<file path="src/rtl/rv32im_muldiv_unit_pkg.sv">
// Shared definitions for the RV32IM multiply/divide unit: datapath width,
// FSM state encoding, operand-signedness and result-select encodings.
package rv32im_muldiv_unit_pkg;

  localparam int XLEN = 32;

  typedef enum logic [1:0] {
    ST_IDLE = 2'd0,
    ST_MUL  = 2'd1,
    ST_DIV  = 2'd2,
    ST_DONE = 2'd3
  } state_e;

  // sn[1] = rs1 signed, sn[0] = rs2 signed
  localparam logic [1:0] SN_SS = 2'b11;
  localparam logic [1:0] SN_SU = 2'b10;
  localparam logic [1:0] SN_UU = 2'b00;

  // m_sel[1] = multiply class, m_sel[0] = high word / remainder
  localparam logic [1:0] MSEL_MUL  = 2'b10;
  localparam logic [1:0] MSEL_MULH = 2'b11;
  localparam logic [1:0] MSEL_DIV  = 2'b00;
  localparam logic [1:0] MSEL_REM  = 2'b01;

  // Two's-complement negate when neg is set, pass-through otherwise.
  function automatic logic [XLEN-1:0] cond_neg(input logic [XLEN-1:0] v, input logic neg);
    return neg ? (~v + 1'b1) : v;
  endfunction

endpackage

</file>
<file path="src/rtl/rv32im_muldiv_unit_if.sv">
// Request/response bundle between a pipeline and the multiply/divide unit.
interface rv32im_muldiv_unit_if;
  import rv32im_muldiv_unit_pkg::*;

  logic            start;
  logic            mul_en;
  logic            div_en;
  logic [1:0]      sn;
  logic [1:0]      m_sel;
  logic [XLEN-1:0] rs1;
  logic [XLEN-1:0] rs2;
  logic            flush;
  logic [XLEN-1:0] result;
  logic            busy;
  logic            done;

  modport master (
    output start, mul_en, div_en, sn, m_sel, rs1, rs2, flush,
    input  result, busy, done
  );

  modport slave (
    input  start, mul_en, div_en, sn, m_sel, rs1, rs2, flush,
    output result, busy, done
  );
endinterface

</file>
<file path="src/rtl/rv32im_div_core.sv">
// Restoring unsigned divider: one quotient bit per cycle, 32 cycles.
// quo_o/rem_o present the value after the current iteration so the parent
// can capture the final result on the same edge that done_o is high.
module rv32im_div_core
  import rv32im_muldiv_unit_pkg::*;
(
  input  logic            clk,
  input  logic            rst_n,
  input  logic            start_i,
  input  logic            flush_i,
  input  logic [XLEN-1:0] dividend_i,
  input  logic [XLEN-1:0] divisor_i,
  output logic [XLEN-1:0] quo_o,
  output logic [XLEN-1:0] rem_o,
  output logic            done_o
);

  logic            busy_q;
  logic [4:0]      cnt_q;
  logic [XLEN-1:0] quo_q;
  logic [XLEN-1:0] rem_q;
  logic [XLEN-1:0] dvs_q;
  logic [XLEN:0]   shifted;
  logic [XLEN:0]   diff;
  logic            take;

  // One restoring step: shift in next dividend bit, subtract if it fits.
  always_comb begin
    shifted = {rem_q, quo_q[XLEN-1]};
    diff    = shifted - {1'b0, dvs_q};
    take    = ~diff[XLEN];
    rem_o   = take ? diff[XLEN-1:0] : shifted[XLEN-1:0];
    quo_o   = {quo_q[XLEN-2:0], take};
    done_o  = busy_q && (cnt_q == 5'd31);
  end

  // Iteration registers; the dividend shifts out of quo_q as quotient bits shift in.
  always_ff @(posedge clk or negedge rst_n) begin
    if (!rst_n) begin
      busy_q <= 1'b0;
      cnt_q  <= '0;
      quo_q  <= '0;
      rem_q  <= '0;
      dvs_q  <= '0;
    end else if (flush_i) begin
      busy_q <= 1'b0;
      cnt_q  <= '0;
    end else if (start_i) begin
      busy_q <= 1'b1;
      cnt_q  <= '0;
      quo_q  <= dividend_i;
      rem_q  <= '0;
      dvs_q  <= divisor_i;
    end else if (busy_q) begin
      quo_q <= quo_o;
      rem_q <= rem_o;
      cnt_q <= cnt_q + 5'd1;
      if (cnt_q == 5'd31) busy_q <= 1'b0;
    end
  end

endmodule

</file>
<file path="src/rtl/rv32im_muldiv_unit.sv">
// RV32IM M-extension execution unit: single-cycle multiply, 32-cycle
// restoring divide with the divide-by-zero and signed-overflow cases
// resolved immediately at acceptance.
module rv32im_muldiv_unit #(
  parameter int XLEN = 32
) (
  input logic               clk,
  input logic               rst_n,
  rv32im_muldiv_unit_if.slave bus
);
  import rv32im_muldiv_unit_pkg::*;

  state_e            state_q, state_d;
  logic [XLEN-1:0]   a_q, a_d, b_q, b_d, result_q, result_d;
  logic [1:0]        sn_q, sn_d;
  logic              hi_q, hi_d, negq_q, negq_d, negr_q, negr_d;
  logic              accept, neg_a, neg_b, div_zero, div_ovf, div_start;
  logic [XLEN-1:0]   mag_a, mag_b, dc_quo, dc_rem;
  logic              dc_done;
  logic [2*XLEN-1:0] ax, bx, prod;
  logic              unused_msel;

  // m_sel[1] duplicates mul_en; the class is taken from the enables.
  assign unused_msel = bus.m_sel[1];

  // Operand extension per signedness, divide magnitudes and special cases.
  always_comb begin
    ax       = {{XLEN{sn_q[1] & a_q[XLEN-1]}}, a_q};
    bx       = {{XLEN{sn_q[0] & b_q[XLEN-1]}}, b_q};
    prod     = ax * bx;
    neg_a    = bus.sn[1] & bus.rs1[XLEN-1];
    neg_b    = bus.sn[0] & bus.rs2[XLEN-1];
    mag_a    = cond_neg(bus.rs1, neg_a);
    mag_b    = cond_neg(bus.rs2, neg_b);
    div_zero = (bus.rs2 == '0);
    div_ovf  = (bus.sn == SN_SS) && (bus.rs1 == {1'b1, {(XLEN-1){1'b0}}}) && (bus.rs2 == '1);
    accept   = bus.start && !bus.flush && (bus.mul_en ^ bus.div_en) &&
               ((state_q == ST_IDLE) || (state_q == ST_DONE));
  end

  // Next-state, operand capture and result selection.
  always_comb begin
    state_d   = state_q;
    result_d  = result_q;
    a_d       = a_q;
    b_d       = b_q;
    sn_d      = sn_q;
    hi_d      = hi_q;
    negq_d    = negq_q;
    negr_d    = negr_q;
    div_start = 1'b0;
    case (state_q)
      ST_MUL: begin
        state_d  = ST_DONE;
        result_d = hi_q ? prod[2*XLEN-1:XLEN] : prod[XLEN-1:0];
      end
      ST_DIV: begin
        if (dc_done) begin
          state_d  = ST_DONE;
          result_d = hi_q ? cond_neg(dc_rem, negr_q) : cond_neg(dc_quo, negq_q);
        end
      end
      ST_DONE: state_d = ST_IDLE;
      default: ;
    endcase
    if (accept) begin
      a_d    = bus.rs1;
      b_d    = bus.rs2;
      sn_d   = bus.sn;
      hi_d   = bus.m_sel[0];
      negq_d = neg_a ^ neg_b;
      negr_d = neg_a;
      if (bus.mul_en) begin
        state_d = ST_MUL;
      end else if (div_zero) begin
        state_d  = ST_DONE;
        result_d = bus.m_sel[0] ? bus.rs1 : '1;
      end else if (div_ovf) begin
        state_d  = ST_DONE;
        result_d = bus.m_sel[0] ? '0 : {1'b1, {(XLEN-1){1'b0}}};
      end else begin
        state_d   = ST_DIV;
        div_start = 1'b1;
      end
    end
    if (bus.flush) begin
      state_d  = ST_IDLE;
      result_d = result_q;
    end
  end

  // State, result and captured-operand registers.
  always_ff @(posedge clk or negedge rst_n) begin
    if (!rst_n) begin
      state_q  <= ST_IDLE;
      result_q <= '0;
      a_q      <= '0;
      b_q      <= '0;
      sn_q     <= '0;
      hi_q     <= 1'b0;
      negq_q   <= 1'b0;
      negr_q   <= 1'b0;
    end else begin
      state_q  <= state_d;
      result_q <= result_d;
      a_q      <= a_d;
      b_q      <= b_d;
      sn_q     <= sn_d;
      hi_q     <= hi_d;
      negq_q   <= negq_d;
      negr_q   <= negr_d;
    end
  end

  rv32im_div_core u_div_core (
    .clk        (clk),
    .rst_n      (rst_n),
    .start_i    (div_start),
    .flush_i    (bus.flush),
    .dividend_i (mag_a),
    .divisor_i  (mag_b),
    .quo_o      (dc_quo),
    .rem_o      (dc_rem),
    .done_o     (dc_done)
  );

  assign bus.result = result_q;
  assign bus.busy   = (state_q == ST_MUL) || (state_q == ST_DIV);
  assign bus.done   = (state_q == ST_DONE);

endmodule
</file>
<file path="src/flat_wrapper.sv">
// flat-port wrapper written by rule: the top's interface ports become plain ports
module rv32im_muldiv_unit_flat import rv32im_muldiv_unit_pkg::*;
#(
  parameter int XLEN = 32
)
  (clk, rst_n, bus_start, bus_mul_en, bus_div_en, bus_sn, bus_m_sel, bus_rs1, bus_rs2, bus_flush, bus_result, bus_busy, bus_done);
  rv32im_muldiv_unit_if bus_i ();
  input logic clk;
  input logic rst_n;
  input wire logic [$bits(bus_i.start)-1:0] bus_start;
  input wire logic [$bits(bus_i.mul_en)-1:0] bus_mul_en;
  input wire logic [$bits(bus_i.div_en)-1:0] bus_div_en;
  input wire logic [$bits(bus_i.sn)-1:0] bus_sn;
  input wire logic [$bits(bus_i.m_sel)-1:0] bus_m_sel;
  input wire logic [$bits(bus_i.rs1)-1:0] bus_rs1;
  input wire logic [$bits(bus_i.rs2)-1:0] bus_rs2;
  input wire logic [$bits(bus_i.flush)-1:0] bus_flush;
  output wire logic [$bits(bus_i.result)-1:0] bus_result;
  output wire logic [$bits(bus_i.busy)-1:0] bus_busy;
  output wire logic [$bits(bus_i.done)-1:0] bus_done;
  assign bus_i.start = bus_start;
  assign bus_i.mul_en = bus_mul_en;
  assign bus_i.div_en = bus_div_en;
  assign bus_i.sn = bus_sn;
  assign bus_i.m_sel = bus_m_sel;
  assign bus_i.rs1 = bus_rs1;
  assign bus_i.rs2 = bus_rs2;
  assign bus_i.flush = bus_flush;
  assign bus_result = bus_i.result;
  assign bus_busy = bus_i.busy;
  assign bus_done = bus_i.done;
  rv32im_muldiv_unit #(.XLEN(XLEN)) u_core (.clk(clk), .rst_n(rst_n), .bus(bus_i));
endmodule
</file>
<file path="config.mk">
export PLATFORM = sky130hd
export DESIGN_NAME = rv32im_muldiv_unit_flat
export DESIGN_NICKNAME = d
export VERILOG_FILES = /design/src/rtl/rv32im_muldiv_unit_pkg.sv /design/src/rtl/rv32im_muldiv_unit_if.sv /design/src/rtl/rv32im_div_core.sv /design/src/rtl/rv32im_muldiv_unit.sv /design/src/flat_wrapper.sv
export SDC_FILE = /design/constraint.sdc
export NUM_CORES = 2
export LEC_CHECK = 0
export ABC_AREA = 0
export BUFFER_PORTS_ARGS = -buffer_cell sky130_fd_sc_hd__buf_2
export CAP_MARGIN = 20
export CORE_MARGIN = 3
export CORE_UTILIZATION = 65
export DETAILED_ROUTE_END_ITERATION = 8
export PLACE_DENSITY = 0.82
export RECOVER_POWER = 25
export SYNTH_ARGS = -nofsm -noshare
export SYNTH_HDL_FRONTEND = slang
export SYNTH_SLANG_ARGS = --single-unit
export TNS_END_PERCENT = 10
</file>
<file path="constraint.sdc">
create_clock -name clk -period 25.1 [get_ports clk]
set_clock_uncertainty 0.2 [all_clocks]
set_input_delay 2.51 -clock clk [delete_from_list [all_inputs] [get_ports clk]]
set_output_delay 2.51 -clock clk [all_outputs]
set_load 0.02 [all_outputs]
</file>
Word-level counts from Yosys, hierarchy flattened
Cells that the tools add are included.
- add/subtract/negate cells: 6
- multiply operators: 1
- div/mod/pow operators: 0
- magnitude comparators: 0
- equality and inequality tests: 8
- shift-type cells: 0
- multiplexer cells: 37
- bitwise operators: 12
- reduce and logical (&&, ||, !) cells: 17
- operator list (kind ; number):
    $mux 32 ; 18
    $add 32x1->32 const B ; 4
    $not 32->32 ; 4
    $eq 32x32->1 const B ; 2
    $mul 33x33->64 ; 1
    $pmux 32 s2 ; 1
    $sub 33x32->33 ; 1
    $logic_not 32->1 ; 1
    $mux 5 ; 3
    $mux 2 ; 5
    $mux 1 ; 9
    $eq 2x2->1 const B ; 3
    $logic_and 1x1->1 ; 6
    $pmux 2 s3 ; 1
    $reduce_and 2->1 ; 3
    $add 5x1->5 const B ; 1
    $eq 5x5->1 const B ; 1
    $reduce_bool 5->1 ; 1
    $and 1x1->1 ; 4
    $ne 4x2->1 const B ; 1
    $reduce_bool 3->1 ; 1
    $eq 2x1->1 const B ; 1
    $logic_not 2->1 ; 1
    $logic_or 1x1->1 ; 2
    4 further kinds ; 6
- register bits: 205
- latch bits: 0
- bits in writable memories: 0
- ROM bits: 0
- bits of input ports: 74
- output and inout port bits: 34
- memories: 0

Depth between registers and ports, before layout
- depth after elaboration: 12
- mapped depth: 32

Cells and area by module
A second synthesis with hierarchy kept.
- cells, all modules: 5955
- area, all modules: 53126.0 um^2
- modules (own cells, without submodules) (module ; times used ; cells each ; area each (um^2)):
    rv32im_muldiv_unit ; 1 ; 5178 ; 46129.2
    rv32im_div_core ; 1 ; 777 ; 6996.7

Worst setup path after synthesis
OpenSTA, ideal clock, no wires.
- kind: register to register
- start point: reg u_core.a_q[31]
- end point: reg u_core.result_q[23], in the netlist u_core.bus.result[23]
- arrival: 8.055 ns
- slack: 16.722 ns
- cell stages (with the launch flop): 29
- buffers on the path: 3
- period minus slack after synthesis: 8.378 ns
- cells stage by stage: dfrtp_1 clkbuf_1 clkbuf_1 and3_1 fa_1 fa_1 fa_1 inv_1 fa_1 inv_1 fa_1 fa_1 fa_1 inv_1 fa_1 inv_1 ha_1 clkbuf_1 and3_1 o211ai_1 a21oi_1 nor2b_1 or4b_2 a211oi_1 o21ai_0 a21boi_0 nor3_1 o21a_1 a211o_1
- longest elaborated chain between the ends: 8
- ends and longest elaborated chain (what ; line ; text):
    from (decl) ; rv32im_muldiv_unit.sv:14 ; logic [XLEN-1:0] a_q, a_d, b_q, b_d, result_q, result_d;
    from (signal assigned) ; rv32im_muldiv_unit.sv:97 ; a_q <= '0;
    from (signal assigned) ; rv32im_muldiv_unit.sv:106 ; a_q <= a_d;
    $and 1x1->1 ; rv32im_muldiv_unit.sv:28 ; ax = {{XLEN{sn_q[1] & a_q[XLEN-1]}}, a_q};
    $mul 33x33->64 (*) ; rv32im_muldiv_unit.sv:30 ; prod = ax * bx;
    $mux 32 (*) ; rv32im_muldiv_unit.sv:55 ; result_d = hi_q ? prod[2*XLEN-1:XLEN] : prod[XLEN-1:0];
    $pmux 32 s2 (*) ; rv32im_muldiv_unit.sv:52 ; case (state_q)
    $mux 32 ; rv32im_muldiv_unit.sv:78 ; end else if (div_ovf) begin
    $mux 32 ; rv32im_muldiv_unit.sv:75 ; end else if (div_zero) begin
    $mux 32 ; rv32im_muldiv_unit.sv:73 ; if (bus.mul_en) begin
    $mux 32 (*) ; rv32im_muldiv_unit.sv:66 ; if (accept) begin
    to (signal assigned) ; rv32im_muldiv_unit.sv:105 ; result_q <= result_d;
    to (decl) ; rv32im_muldiv_unit.sv:14 ;
Every way passes the cells marked *; elsewhere a longest branch is shown, timed or not.
A chain may end at the register's enable or synchronous reset.

Worst setup path after layout
- start point: reg u_core.sn_q[1]
- end point: reg u_core.result_q[31], in the netlist u_core.bus.result[31]
- longest elaborated chain between the ends: 8
- ends and longest elaborated chain (what ; line ; text):
    from (decl) ; rv32im_muldiv_unit.sv:15 ; logic [1:0] sn_q, sn_d;
    from (signal assigned) ; rv32im_muldiv_unit.sv:108 ; sn_q <= sn_d;
    $and 1x1->1 (*) ; rv32im_muldiv_unit.sv:28 ;
    $mul 33x33->64 (*) ; rv32im_muldiv_unit.sv:30 ;
    $mux 32 (*) ; rv32im_muldiv_unit.sv:55 ;
    $pmux 32 s2 (*) ; rv32im_muldiv_unit.sv:52 ;
    $mux 32 ; rv32im_muldiv_unit.sv:78 ;
    $mux 32 ; rv32im_muldiv_unit.sv:75 ;
    $mux 32 ; rv32im_muldiv_unit.sv:73 ;
    $mux 32 (*) ; rv32im_muldiv_unit.sv:66 ;
Marked as above.

==> reports/qor.csv <==
metric,value,unit
I/O pins,108,
Initial DRC Count,4218,
crit-path max FO,20,
vias in the first global route,44930,
part of the Yosys area used for sequential elements,9.724,%
DIE AREA,84610,um2
"top cells by count, synth","1,203 x inv_1, 1,126 x fa_1, 950 x nand2_1",
min-delay src,u_core.a_q[20],
hold depth,1,
Hold WC Path Type,flip-flop to flip-flop,
cell taking the most area after synthesis,fa_1,
Finished Cell Area,54900,um2
"EDFF count, synth",0,
Final Hold Vio Count,0,
post-CTS setup buffer count,0,
worst endpoint required time,25.32,ns
Main synth FF type,dfrtp_1,
CTS Sinks,205,
DR vias/cell,6.174,
f_max,100.3,MHz
most frequent CP cell,fa_1,
Starting Density,66.24,%
row cnt,103,
first-pass GRT wire length,248400,um
number of detailed-route iterations in the first pass,6,
Area contributors post-synth,"fa_1 43%, dfrtp_1 9.7%, inv_1 8.6%",
Mapped Nets,7415,
die span in y,290.9,um
failing checks,"max-capacitance violations, max-slew violations",
hold_buf cts,0,
Congestion Overflow GR,0,
Yosys Warn Count,0,
cells on worst reg2reg path,28,
fin crit share,39.73,%
All-Layer GR Usage,37.49,%
final setup fails,0,
DRC Markers,0,
outcome,finished with violations,
max_slew headroom,-195.4,%
synthesized area,52750,um2
Yosys top cell area share,42.73,%
reg2reg end,u_core.bus.result[31],
RSZ-0062 raised after global routing,no,
flop2flop setup slack,15.13,ns
CP endpoint kind,flip-flop,
Worst-path clk slew,0.07,ns
Root Driver,clkbuf_16,
CTS Buf Count,25,
Critical Path Start Type,flip-flop,
Die Wd,290.9,um
fin crit period,9.973,ns
asr flop ratio synth,100.0,%
Total Wirelength,154700,um
max cap viols,2,
Worst-Skew Late Latency,0.54,ns
core box area,79640,um2
count of different cell masters after synthesis,88,
CTS tree,yes,
Crit Path Category,flip-flop to flip-flop,
CTS resizes,0,
Area after DPL,53920,um2
H-Tree Depth,1,
P&R area growth vs syn,4.060,%
clock buffer depth,3,
initial antenna violation count,13,
Placement Setup Slack,15.31,ns
largest net degree at the start of global routing,128,
"FF+latch count, synth",205,
worst-margin pin slew,4.430,ns
share of layout cells above drive strength 1,5.925,%
hold path endpoint,u_core.a_q[20],
HPWL Detailed,121400,um
Routed Antenna Nets,0,
Crit-path slowest cell,dfrtp_1,
fillers,6207,
syn_area_per_cell,8.850,um2
critical path arrival,10.20,ns
Worst R2R Start,u_core.sn_q[1],
most numerous cell in the Yosys netlist,inv_1,
Post-Syn Instances,5961,
number of I/O port buffers,106,
via count,42654,
total negative setup slack,0,ns
wire length per cell,22.39,um
fin worst setup slack,15.13,ns
Final Max Slew Viols,146,
max incr delay on CP,0.92,ns
final core area utilization,68.93,%
GP Congestion,1.005,
Layout Nets,7294,
[metal layers]
metal | vias up | global-route usage, % | part of all wire, %
met5 | - | 0 | 0.028
met4 | 6 | 16.46 | 5.2
met3 | 525 | 7.820 | 11
met2 | 2378 | 59.89 | 47
met1 | 21727 | 50.01 | 37
li1 | 18018 | - | -
[cell type report]
| class | instances | area (um2) | area share [%] |
|---|---|---|---|
| Antenna cell | 2 | 5.005 | 0.009117 |
| Clock buffer | 28 | 666.9 | 1.215 |
| Clock inverter | 16 | 231.5 | 0.4217 |
| Inverter | 1205 | 4523 | 8.240 |
| Multi-Input combinational cell | 4220 | 41850 | 76.23 |
| Sequential cell | 205 | 5144 | 9.370 |
| Tap cell | 1050 | 1314 | 2.393 |
| Timing Repair Buffer | 183 | 1164 | 2.120 |
[logic make-up (layout without fill, tap and decap cells)]
logic type                 after synthesis  count (layout)  synth area share (%)
AOI/OAI and AO/OA                      748             748                 9.141
buffers and inverters                 1536            1432                 10.99
adders and majority gates             1380            1380                 48.75
xor gates and xnor gates               203             203                 3.370
other                                    0               2                     0
and+or+nand+nor                       1785            1785                 15.88
DFF                                    205             205                 9.724
muxes                                  104             104                 2.142
[registers in the layout, summed over array words and instances, names as in the netlist]
name	cells
u_core.u_div_core.cnt_q	5
u_core.state_q	2
u_core.bus.result	32
u_core.hi_q	1
u_core.u_div_core.busy_q	1
u_core.negq_q	1
u_core.u_div_core.dvs_q	32
u_core.b_q	32
u_core.u_div_core.rem_q	32
u_core.sn_q	2
u_core.u_div_core.quo_q	32
u_core.negr_q	1
u_core.a_q	32
[how the worst max path moves through the flow]
| stage | start | to | cells past startpoint |
|---|---|---|---|
| after floorplan | u_core.a_q[31] | u_core.bus.result[23] | 28 |
| after global placement | u_core.sn_q[1] | u_core.bus.result[31] | 28 |
| after detailed placement | u_core.sn_q[1] | u_core.bus.result[23] | 28 |
| after CTS | u_core.sn_q[1] | u_core.bus.result[31] | 28 |
| after global routing | rst_n | u_core.a_q[16] | 2 |
| final | u_core.sn_q[1] | u_core.bus.result[31] | 28 |
[critical path, delay by kind of cell, from the launching register on]
kind | cells | cell delay (ns)
AOI/OAI and AO/OA | 5 | 1.08
adders and majority gates | 9 | 4.72
buffers and inverters | 6 | 0.91
DFF | 1 | 0.92
muxes | 1 | 0.26
and+or+nand+nor | 7 | 1.76
[stage by stage]
step	cells	hold slack, ns
floorplan	5961	0.2765
detailed placement	6860	0.2967
global placement	6860	0.2910
finish	6909	0.3094
global route	6907	0.3194
CTS	6904	0.3106
[placed cells by master, fill, tap and decap left out, types with 113 or more instances in the layout]
cell        n
nand2_1   950
a21oi_1   156
ha_1      254
nor2_1    159
and2_1    369
dfrtp_1   194
fa_1     1126
inv_1    1203
o21ai_0   239
xnor2_1   113
Power is not shown: default switching activity piles up to over one toggle a cycle in this logic, so the estimate is an artifact.
